$ cat src/rtl/lh_stream_pkg.sv
// Shared constants and helpers for the lh_stream buffer.
package lh_stream_pkg;

   // Out1_COUNT is always a single token.
   localparam logic [15:0] COUNT_ONE   = 16'h0001;
   // Edges after reset release before the block starts trading tokens.
   localparam int unsigned KICK_CYCLES = 3;
   localparam int unsigned KICK_W      = 2;

   // Occupancy must represent 0..depth inclusive, hence depth+1 states.
   function automatic int unsigned occ_width(input int unsigned depth);
      return $clog2(depth + 1);
   endfunction

endpackage

$ cat src/rtl/lh_stream_fifo.sv
// Register-array FIFO with a separate occupancy counter for full/empty.
module lh_stream_fifo
   import lh_stream_pkg::*;
#(
   parameter int unsigned DATA_W = 16,
   parameter int unsigned DEPTH  = 4,
   localparam int unsigned PTR_W = $clog2(DEPTH),
   localparam int unsigned LVL_W = occ_width(DEPTH)
) (
   input  logic              i_clk,
   input  logic              i_rst_n,
   input  logic              i_push,
   input  logic [DATA_W-1:0] i_data,
   input  logic              i_pop,
   output logic [DATA_W-1:0] o_data,
   output logic              o_full,
   output logic              o_empty,
   output logic [LVL_W-1:0]  o_level
);

   logic [DATA_W-1:0] r_mem [DEPTH];
   logic [PTR_W-1:0]  r_wr_ptr;
   logic [PTR_W-1:0]  r_rd_ptr;
   logic [LVL_W-1:0]  r_level;
   logic              w_do_push;
   logic              w_do_pop;

   assign o_full    = (r_level == LVL_W'(DEPTH));
   assign o_empty   = (r_level == '0);
   assign o_level   = r_level;
   assign o_data    = r_mem[r_rd_ptr];
   assign w_do_push = i_push & ~o_full;
   assign w_do_pop  = i_pop & ~o_empty;

   // Storage array; contents need no reset since occupancy gates every read.
   always_ff @(posedge i_clk) begin
      if (w_do_push) begin
         r_mem[r_wr_ptr] <= i_data;
      end
   end

   // Pointers wrap naturally at DEPTH (power of two); level tracks occupancy.
   always_ff @(posedge i_clk or negedge i_rst_n) begin
      if (!i_rst_n) begin
         r_wr_ptr <= '0;
         r_rd_ptr <= '0;
         r_level  <= '0;
      end else begin
         if (w_do_push) r_wr_ptr <= r_wr_ptr + PTR_W'(1);
         if (w_do_pop)  r_rd_ptr <= r_rd_ptr + PTR_W'(1);
         case ({w_do_push, w_do_pop})
            2'b10:   r_level <= r_level + LVL_W'(1);
            2'b01:   r_level <= r_level - LVL_W'(1);
            default: r_level <= r_level;
         endcase
      end
   end

endmodule

$ cat src/rtl/lh_stream_buffer.sv
// Stream buffer: start-up kick, per-line horizontal decimation, FIFO decoupling.
module lh_stream_buffer
   import lh_stream_pkg::*;
#(
   parameter int unsigned DATA_W   = 16,
   parameter int unsigned DEPTH    = 4,
   parameter int unsigned DECIM    = 1,
   parameter int unsigned LINE_LEN = 512,
   localparam int unsigned LVL_W   = occ_width(DEPTH)
) (
   input  logic              CLK,
   input  logic              RESET,
   input  logic [DATA_W-1:0] In1_DATA,
   input  logic [15:0]       In1_COUNT,
   input  logic              In1_SEND,
   output logic              In1_ACK,
   output logic [DATA_W-1:0] Out1_DATA,
   output logic [15:0]       Out1_COUNT,
   output logic              Out1_SEND,
   input  logic              Out1_RDY,
   input  logic              Out1_ACK,
   output logic [LVL_W-1:0]  LEVEL
);

   localparam logic [7:0]  PHASE_LAST = 8'(DECIM - 1);
   localparam logic [15:0] LINE_LAST  = 16'(LINE_LEN - 1);

   logic [KICK_W-1:0] r_kick_cnt;
   logic              r_run;
   logic [7:0]        r_phase;
   logic [15:0]       r_line;
   logic              w_full;
   logic              w_empty;
   logic              w_accept;
   logic              w_push;
   logic              w_unused;

   // Producer count and consumer ack carry no information for this block.
   assign w_unused = ^{In1_COUNT, Out1_ACK};

   // Full blocks acceptance even if a pop happens in the same cycle.
   assign w_accept   = r_run & In1_SEND & ~w_full;
   assign w_push     = w_accept & (r_phase == 8'd0);
   assign In1_ACK    = w_accept;
   assign Out1_SEND  = r_run & ~w_empty & Out1_RDY;
   assign Out1_COUNT = COUNT_ONE;

   // Start-up kick: run rises on the KICK_CYCLES-th edge after reset release.
   always_ff @(posedge CLK or negedge RESET) begin
      if (!RESET) begin
         r_kick_cnt <= '0;
         r_run      <= 1'b0;
      end else if (!r_run) begin
         r_kick_cnt <= r_kick_cnt + KICK_W'(1);
         if (r_kick_cnt == KICK_W'(KICK_CYCLES - 1)) r_run <= 1'b1;
      end
   end

   // Decimation phase and line position advance on every accepted token.
   always_ff @(posedge CLK or negedge RESET) begin
      if (!RESET) begin
         r_phase <= '0;
         r_line  <= '0;
      end else if (w_accept) begin
         if (r_line == LINE_LAST) begin
            // Line end restarts decimation so each line keeps its first token.
            r_line  <= '0;
            r_phase <= '0;
         end else begin
            r_line  <= r_line + 16'd1;
            r_phase <= (r_phase == PHASE_LAST) ? 8'd0 : r_phase + 8'd1;
         end
      end
   end

   lh_stream_fifo #(
      .DATA_W (DATA_W),
      .DEPTH  (DEPTH)
   ) u_fifo (
      .i_clk   (CLK),
      .i_rst_n (RESET),
      .i_push  (w_push),
      .i_data  (In1_DATA),
      .i_pop   (Out1_SEND),
      .o_data  (Out1_DATA),
      .o_full  (w_full),
      .o_empty (w_empty),
      .o_level (LEVEL)
   );

endmodule

$ cat config.mk
export PLATFORM = sky130hd
export DESIGN_NAME = lh_stream_buffer
export DESIGN_NICKNAME = d
export VERILOG_FILES = /design/src/rtl/lh_stream_pkg.sv /design/src/rtl/lh_stream_fifo.sv /design/src/rtl/lh_stream_buffer.sv
export SDC_FILE = /design/constraint.sdc
export NUM_CORES = 1
export LEC_CHECK = 0
export ABC_CLOCK_PERIOD_IN_PS = 6550
export CAP_MARGIN = 10
export CELL_PAD_IN_SITES_DETAIL_PLACEMENT = 1
export CELL_PAD_IN_SITES_GLOBAL_PLACEMENT = 2
export CORE_MARGIN = 2
export CORE_UTILIZATION = 40
export CTS_BUF_LIST = sky130_fd_sc_hd__clkbuf_16
export CTS_CLUSTER_SIZE = 16
export DETAILED_ROUTE_END_ITERATION = 10
export GPL_TIMING_DRIVEN = 0
export PLACE_DENSITY_LB_ADDON = 0.25
export SLEW_MARGIN = 20
export SYNTH_ARGS = -nofsm -noshare
export SYNTH_HDL_FRONTEND = slang
export SYNTH_SLANG_ARGS = --single-unit
$ cat constraint.sdc
create_clock -name CLK -period 6.55 [get_ports CLK]
set_input_delay 0.655 -clock CLK [delete_from_list [all_inputs] [get_ports CLK]]
set_output_delay 0.655 -clock CLK [all_outputs]
set_load 0.03 [all_outputs]
==> impl_metrics.csv, run 1 <==
group,metric,value,unit
outcome,run_status,"completed",
cells_and_area,final_nets,394,
grt,gr-total-overflow,0,
place,post-place-cells,472,
yosys,synth_cell_types,46,
worst_setup_path,cp_max_fo,10,
power_and_ir_drop,p_switching,696,uW
grt,grt_pass1_vias,2564,
yosys,yosysWarnings,0,
drt,ant_nets,0,
sta,clock.fmax,325,MHz
clocking,clkTransAtPathRegs,0.07,ns
yosys,ys.flop_type,"edfxtp_1",
cells_and_area,area_growth,21.9,%
grt,grt_max_degree,22,
power_and_ir_drop,p_leak,0.00203,uW
power_and_ir_drop,p_per_area,383,nW/um^2
grt,antenna_found_initial,0,
clocking,cts_buffers,9,
yosys,seq_area_frac_synth,64.5,%
job,drv_cap,0,
cells_and_area,antennaDiodeCount,0,
die,io_pins,74,
yosys,synth_area_leaders,"edfxtp_1 45%, dfrtp_1 20%, mux4_2 8.4%",
die,fp-row-count,37,
grt,grt_first_pass_wirelength,13.4,mm
drt,drt-vias-per-instance,5.07,
drt,vias,2473,
grt,grt.met1_usage,20.4,%
clocking,cts_resized,0,
yosys,ys_async_sr_fraction,34.7,%
sta,hold_viol,0,
drt,finalWirelength,8.29,mm
power_and_ir_drop,clkPwrFrac,25.4,%
grt,grt_usage,15.3,%
die,dieArea,11600,um^2
power_and_ir_drop,pwr-share-comb,34.6,%
place,portBuffers,40,
power_and_ir_drop,p_seq_share,40.1,%
clocking,cts_tree,"built",
worst_setup_path,crit_path_start_kind,"flop",
yosys,ys_ff_latch,98,
place,postPlaceCellArea,4940,um^2
worst_setup_path,cp.required,5.89,ns
cells_and_area,final_util,50.5,%
clocking,cts_max_level,3,
drt,drc,0,
sta,setup-violations-final,0,
yosys,synth_top_cell_area_share,44.7,%
worst_setup_path,crit_arrival,2.42,ns
sta,slew_viol_final,0,
cells_and_area,post-route-cell-area,5240,um^2
hold_path,min_path_type,"in2async",
die,dieWidth,108,um
sta,worst_pin_slew,0.875,ns
power_and_ir_drop,vdd_ir_drop_max,153,uV
power_and_ir_drop,switching_share,34.7,%
clocking,clock_latency,0.34,ns
grt,met2_usage,24.9,%
yosys,syn-cell-area,4300,um^2
clocking,cts_setup_buffers,0,
die,start_util,41.4,%
grt,met3_usage,3.51,%
clocking,clockRootBuffer,"clkbuf_16",
die,die_h,108,um
sta,skew,0.00747,ns
drt,drt_iter0_markers,131,
worst_setup_path,setup.worst_path.end_class,"primary output",
place,globalplace.congestion,0.774,
cells_and_area,layout.cells.non_filler,488,
sta,rsz0062_at_grt,"false",
worst_setup_path,r2r_cells,11,
yosys,yosysMostFrequentCell,"edfxtp_1",
power_and_ir_drop,p_int,1310,uW
sta,max_slew_margin,41.7,%
clocking,ctsHoldBuffers,0,
sta,worst_hold_slack,0.231,ns
sta,tns,0,ns
grt,grt-busiest-layer,"met2",
sta,fin_crit_sh,46.9,%
clocking,cts_num_sinks,98,
cells_and_area,drive_above_1_share,18.8,%
worst_setup_path,critPathKind,"reg2out",
drt,wl_per_cell,17.0,um
yosys,synth_cells,281,
clocking,clockBufferDepth,2,
yosys,syn_avg_cell_area,15.3,um^2
sta,min_period,3.07,ns
yosys,synth_edf_count,64,
drt,dr.pass1.iters,4,
die,coreArea,10400,um^2
place,dp_hpwl,5.70,mm
yosys,netlist.top_cell.by_area,"edfxtp_1",
yosys,synth_common_cells,"64 x edfxtp_1, 34 x dfrtp_1, 18 x buf_4",
## power groups by stage
stage          Clock, uW  Sequential, uW  Combinational (uW)
3_3_place_gp           0             811                 680
2_1_floorplan          0             810                 461
3_5_place_dp           0             815                 702
4_1_cts              523             803                 705
6_report             508             803                 693
5_1_grt              546             816                 753
## final timing paths
| kind | startpoint | end | slack, ns |
|---|---|---|---|
| worst min register to register | r_kick_cnt[0]$_DFFE_PN0N_ | r_kick_cnt[0]$_DFFE_PN0N_ | 0.47 |
| worst min-delay path | RESET | r_phase[5]$_DFFE_PN0P_ | 0.23 |
| max in group asynchronous | RESET | r_run$_DFF_PN0_ | 5.88 |
| worst max-delay path | u_fifo.r_rd_ptr[0]$_DFFE_PN0P_ | Out1_DATA[14] | 3.48 |
| min in group CLK | r_kick_cnt[0]$_DFFE_PN0N_ | r_kick_cnt[0]$_DFFE_PN0N_ | 0.47 |
| worst max register to register | u_fifo.o_level[0]$_DFFE_PN0P_ | u_fifo.o_level[2]$_DFFE_PN0P_ | 4.02 |
## cells in the final DEF (no fill, tap or decap), types with 6 or more instances in the layout
cell type	count
nor2_1	10
o21ai_1	6
buf_4	18
xor2_1	8
and3_1	7
dfrtp_1	34
clkdlybuf4s50_1	39
mux4_2	16
nor4_1	6
nand2_1	17
xnor2_1	9
nand3_1	9
nand4_1	6
edfxtp_1	64
ha_1	9
inv_1	11
conb_1	16
clkbuf_16	9
nor3_1	9
## layer usage
layer / wire [um] / vias up
met5: 0 / -
met2: 4140 / 55
met1: 3780 / 1249
met4: 43 / 0
li1: - / 1167
met3: 335 / 2
## registers in the layout (all words and copies together), names as in the netlist
| name | flops |
|---|---|
| r_run | 1 |
| r_line | 16 |
| u_fifo.r_wr_ptr | 2 |
| u_fifo.o_level | 3 |
| u_fifo.r_mem | 64 |
| r_kick_cnt | 2 |
| r_phase | 8 |
| u_fifo.r_rd_ptr | 2 |
## through the flow
stage / setup WS, ns / total power [uW]
floorplan: 4.11 / 1270
global placement: 3.53 / 1490
detailed placement: 3.53 / 1520
CTS: 3.42 / 2030
global route: 3.33 / 2120
finish: 3.48 / 2000
## worst max-delay path: stages (launching register included)
cell	delay (ns)
dfrtp_1	0.33
buf_2	0.30
buf_4	0.30
mux4_2	0.54
clkdlybuf4s50_1	0.61
## area by class of cell
| class | instances | area [um^2] |
|---|---|---|
| multi-input cells | 161 | 1350 |
| plain buffers | 24 | 176 |
| inverters | 12 | 45.0 |
| clock inverters | 7 | 68.8 |
| clock buffers | 9 | 225 |
| well taps | 136 | 170 |
| flip-flops and latches | 98 | 2770 |
| repair buffers | 41 | 423 |
| fillers | 1045 | 5130 |
## cells by family after synthesis
family,count (synthesis),synth area share (%)
AO/OA/AOI/OAI,22,3.79
other,2,0.175
XOR/XNOR,17,3.47
adder cells (fa/ha/maj),10,3.09
buffers and inverters,36,5.16
multiplexers,19,9.15
AND/OR/NAND/NOR,77,10.6
flip-flops,98,64.5
Note: power is estimated with default switching activity, not from simulation.
==> inputs of run 2 (changes only) <==
- ABC_CLOCK_PERIOD_IN_PS: 6550 -> 3100
- CORE_UTILIZATION: 40 -> 37
- clock period: 6.55 -> 3.1 ns (I/O delays scaled with it)
==> impl_metrics.csv, run 2 (synthesis results as in run 1) <==
group,metric,value,unit
sta,skew,0.00947,ns
clocking,cts_max_level,3,
worst_setup_path,cp.required,2.79,ns
job,drv_cap,0,
die,dieWidth,112,um
place,dp_hpwl,5.46,mm
worst_setup_path,worstReg2RegStart,"u_fifo.o_level[1]$_DFFE_PN0P_",
worst_setup_path,cp_max_fo,10,
clocking,ctsHoldBuffers,1,
sta,min_period,2.73,ns
die,dieArea,12500,um^2
clocking,clkTransAtPathRegs,0.07,ns
outcome,run_status,"completed",
cells_and_area,area_growth,22.1,%
sta,fin_crit_sh,88.0,%
grt,gr-total-overflow,0,
place,portBuffers,40,
die,start_util,37.8,%
clocking,clockBufferDepth,2,
worst_setup_path,crit_arrival,2.42,ns
place,globalplace.congestion,0.741,
power_and_ir_drop,p_per_area,802,nW/um^2
sta,rsz0062_at_grt,"false",
power_and_ir_drop,p_leak,0.00203,uW
cells_and_area,final_nets,395,
die,io_pins,74,
cells_and_area,nFillCells,1182,
sta,hold_viol,0,
clocking,clock_latency,0.34,ns
sta,worst_hold_slack,0.445,ns
die,fp-row-count,39,
sta,worst_pin_slew,0.845,ns
worst_setup_path,r2r_cells,11,
grt,grt_max_degree,19,
place,postPlaceCellArea,4950,um^2
clocking,cts_resized,0,
cells_and_area,antennaDiodeCount,0,
grt,grt_pass1_vias,2525,
sta,max_slew_margin,43.7,%
drt,drt-vias-per-instance,4.98,
clocking,clockRootBuffer,"clkbuf_16",
power_and_ir_drop,vdd_ir_drop_max,412,uV
hold_path,min_path_type,"in2async",
drt,vias,2469,
cells_and_area,layout_commonest_cell,"edfxtp_1",
grt,grt_usage,13.7,%
cells_and_area,largest_reg_flops,64,
clocking,cts_buffers,9,
worst_setup_path,r2r_slack,0.63,ns
clocking,cts_num_sinks,98,
cells_and_area,post-route-cell-area,5250,um^2
die,coreArea,11400,um^2
sta,tns,0,ns
drt,wl_per_cell,15.9,um
drt,dr.pass1.iters,4,
drt,ant_nets,0,
cells_and_area,regMostFlops,"u_fifo.r_mem",
grt,antenna_found_initial,0,
clocking,cts_setup_buffers,0,
die,die_h,112,um
cells_and_area,mostFrequentLayoutCells,"64 x edfxtp_1, 39 x clkdlybuf4s50_1, 34 x dfrtp_1",
worst_setup_path,timing.rr.end,"u_fifo.o_level[2]$_DFFE_PN0P_",
worst_setup_path,setup.worst_path.end_class,"primary output",
clocking,cts_tree,"built",
worst_setup_path,critPathKind,"reg2out",
sta,clock.fmax,366,MHz
drt,drt_iter0_markers,58,
worst_setup_path,crit_path_start_kind,"flop",
grt,grt_first_pass_wirelength,13.4,mm
cells_and_area,top_regs,"u_fifo.r_mem x64, r_line x16, r_phase x8",
cells_and_area,drive_above_1_share,18.7,%
sta,setup-violations-final,0,
drt,finalWirelength,7.87,mm
sta,slew_viol_final,0,
drt,drc,0,
-- run 2: metal layers --
| metal | GRT usage, % | vias to the layer above | wire length [um] |
|---|---|---|---|
| met5 | 0 | - | 0 |
| met4 | 4.94 | 0 | 131 |
| met3 | 3.05 | 11 | 242 |
| met2 | 21.8 | 35 | 3840 |
| met1 | 18.5 | 1255 | 3660 |
| li1 | - | 1168 | - |
-- run 2: through the flow --
stage,std cells,power [uW],setup slack [ns],utilization [%]
final,496,4210,0.371,46.1
after global routing,496,4460,0.228,46.1
after CTS,496,4280,0.297,46.1
after detailed placement,479,3200,0.558,43.5
after global placement,478,3160,0.566,43.3
after floorplan,295,2680,0.661,-
-- run 2: layout make-up --
class	instances	area (um^2)	share of cell area (%)
plain buffers	24	176	3.36
clock buffers	9	225	4.29
clock inverters	7	61.3	1.17
inverters	12	45.0	0.859
multi-input cells	161	1350	25.8
flip-flops and latches	98	2770	52.9
well taps	143	179	3.41
repair buffers	42	433	8.25
-- run 2: critical path, cell delays in order (launching register included) --
cell and delay [ns]:
dfrtp_1 0.32, clkbuf_1 0.40, buf_2 0.38, mux4_2 0.37, clkdlybuf4s50_1 0.61
-- run 2: how the worst max path moves through the flow --
| stage | startpoint | to | slack, ns | depth (start not counted) |
|---|---|---|---|---|
| 6_report | u_fifo.r_rd_ptr[1]$_DFFE_PN0P_ | Out1_DATA[10] | 0.37 | 4 |
| 5_1_grt | u_fifo.r_rd_ptr[0]$_DFFE_PN0P_ | Out1_DATA[8] | 0.23 | 4 |
| 4_1_cts | u_fifo.r_rd_ptr[0]$_DFFE_PN0P_ | Out1_DATA[10] | 0.30 | 4 |
| 3_5_place_dp | In1_SEND | u_fifo.r_mem[0][14]$_DFFE_PP_ | 0.56 | 5 |
| 3_3_place_gp | In1_SEND | u_fifo.r_mem[0][11]$_DFFE_PP_ | 0.57 | 5 |
| 2_1_floorplan | u_fifo.o_level[2]$_DFFE_PN0P_ | u_fifo.o_level[2]$_DFFE_PN0P_ | 0.66 | 11 |
-- run 2: power breakdown --
group          switching, uW  total [uW]  leakage, uW  internal, uW
sequential               171        1690     0.000987          1520
combinational            771        1450     0.000902           675
clock                    511        1070     0.000140           560
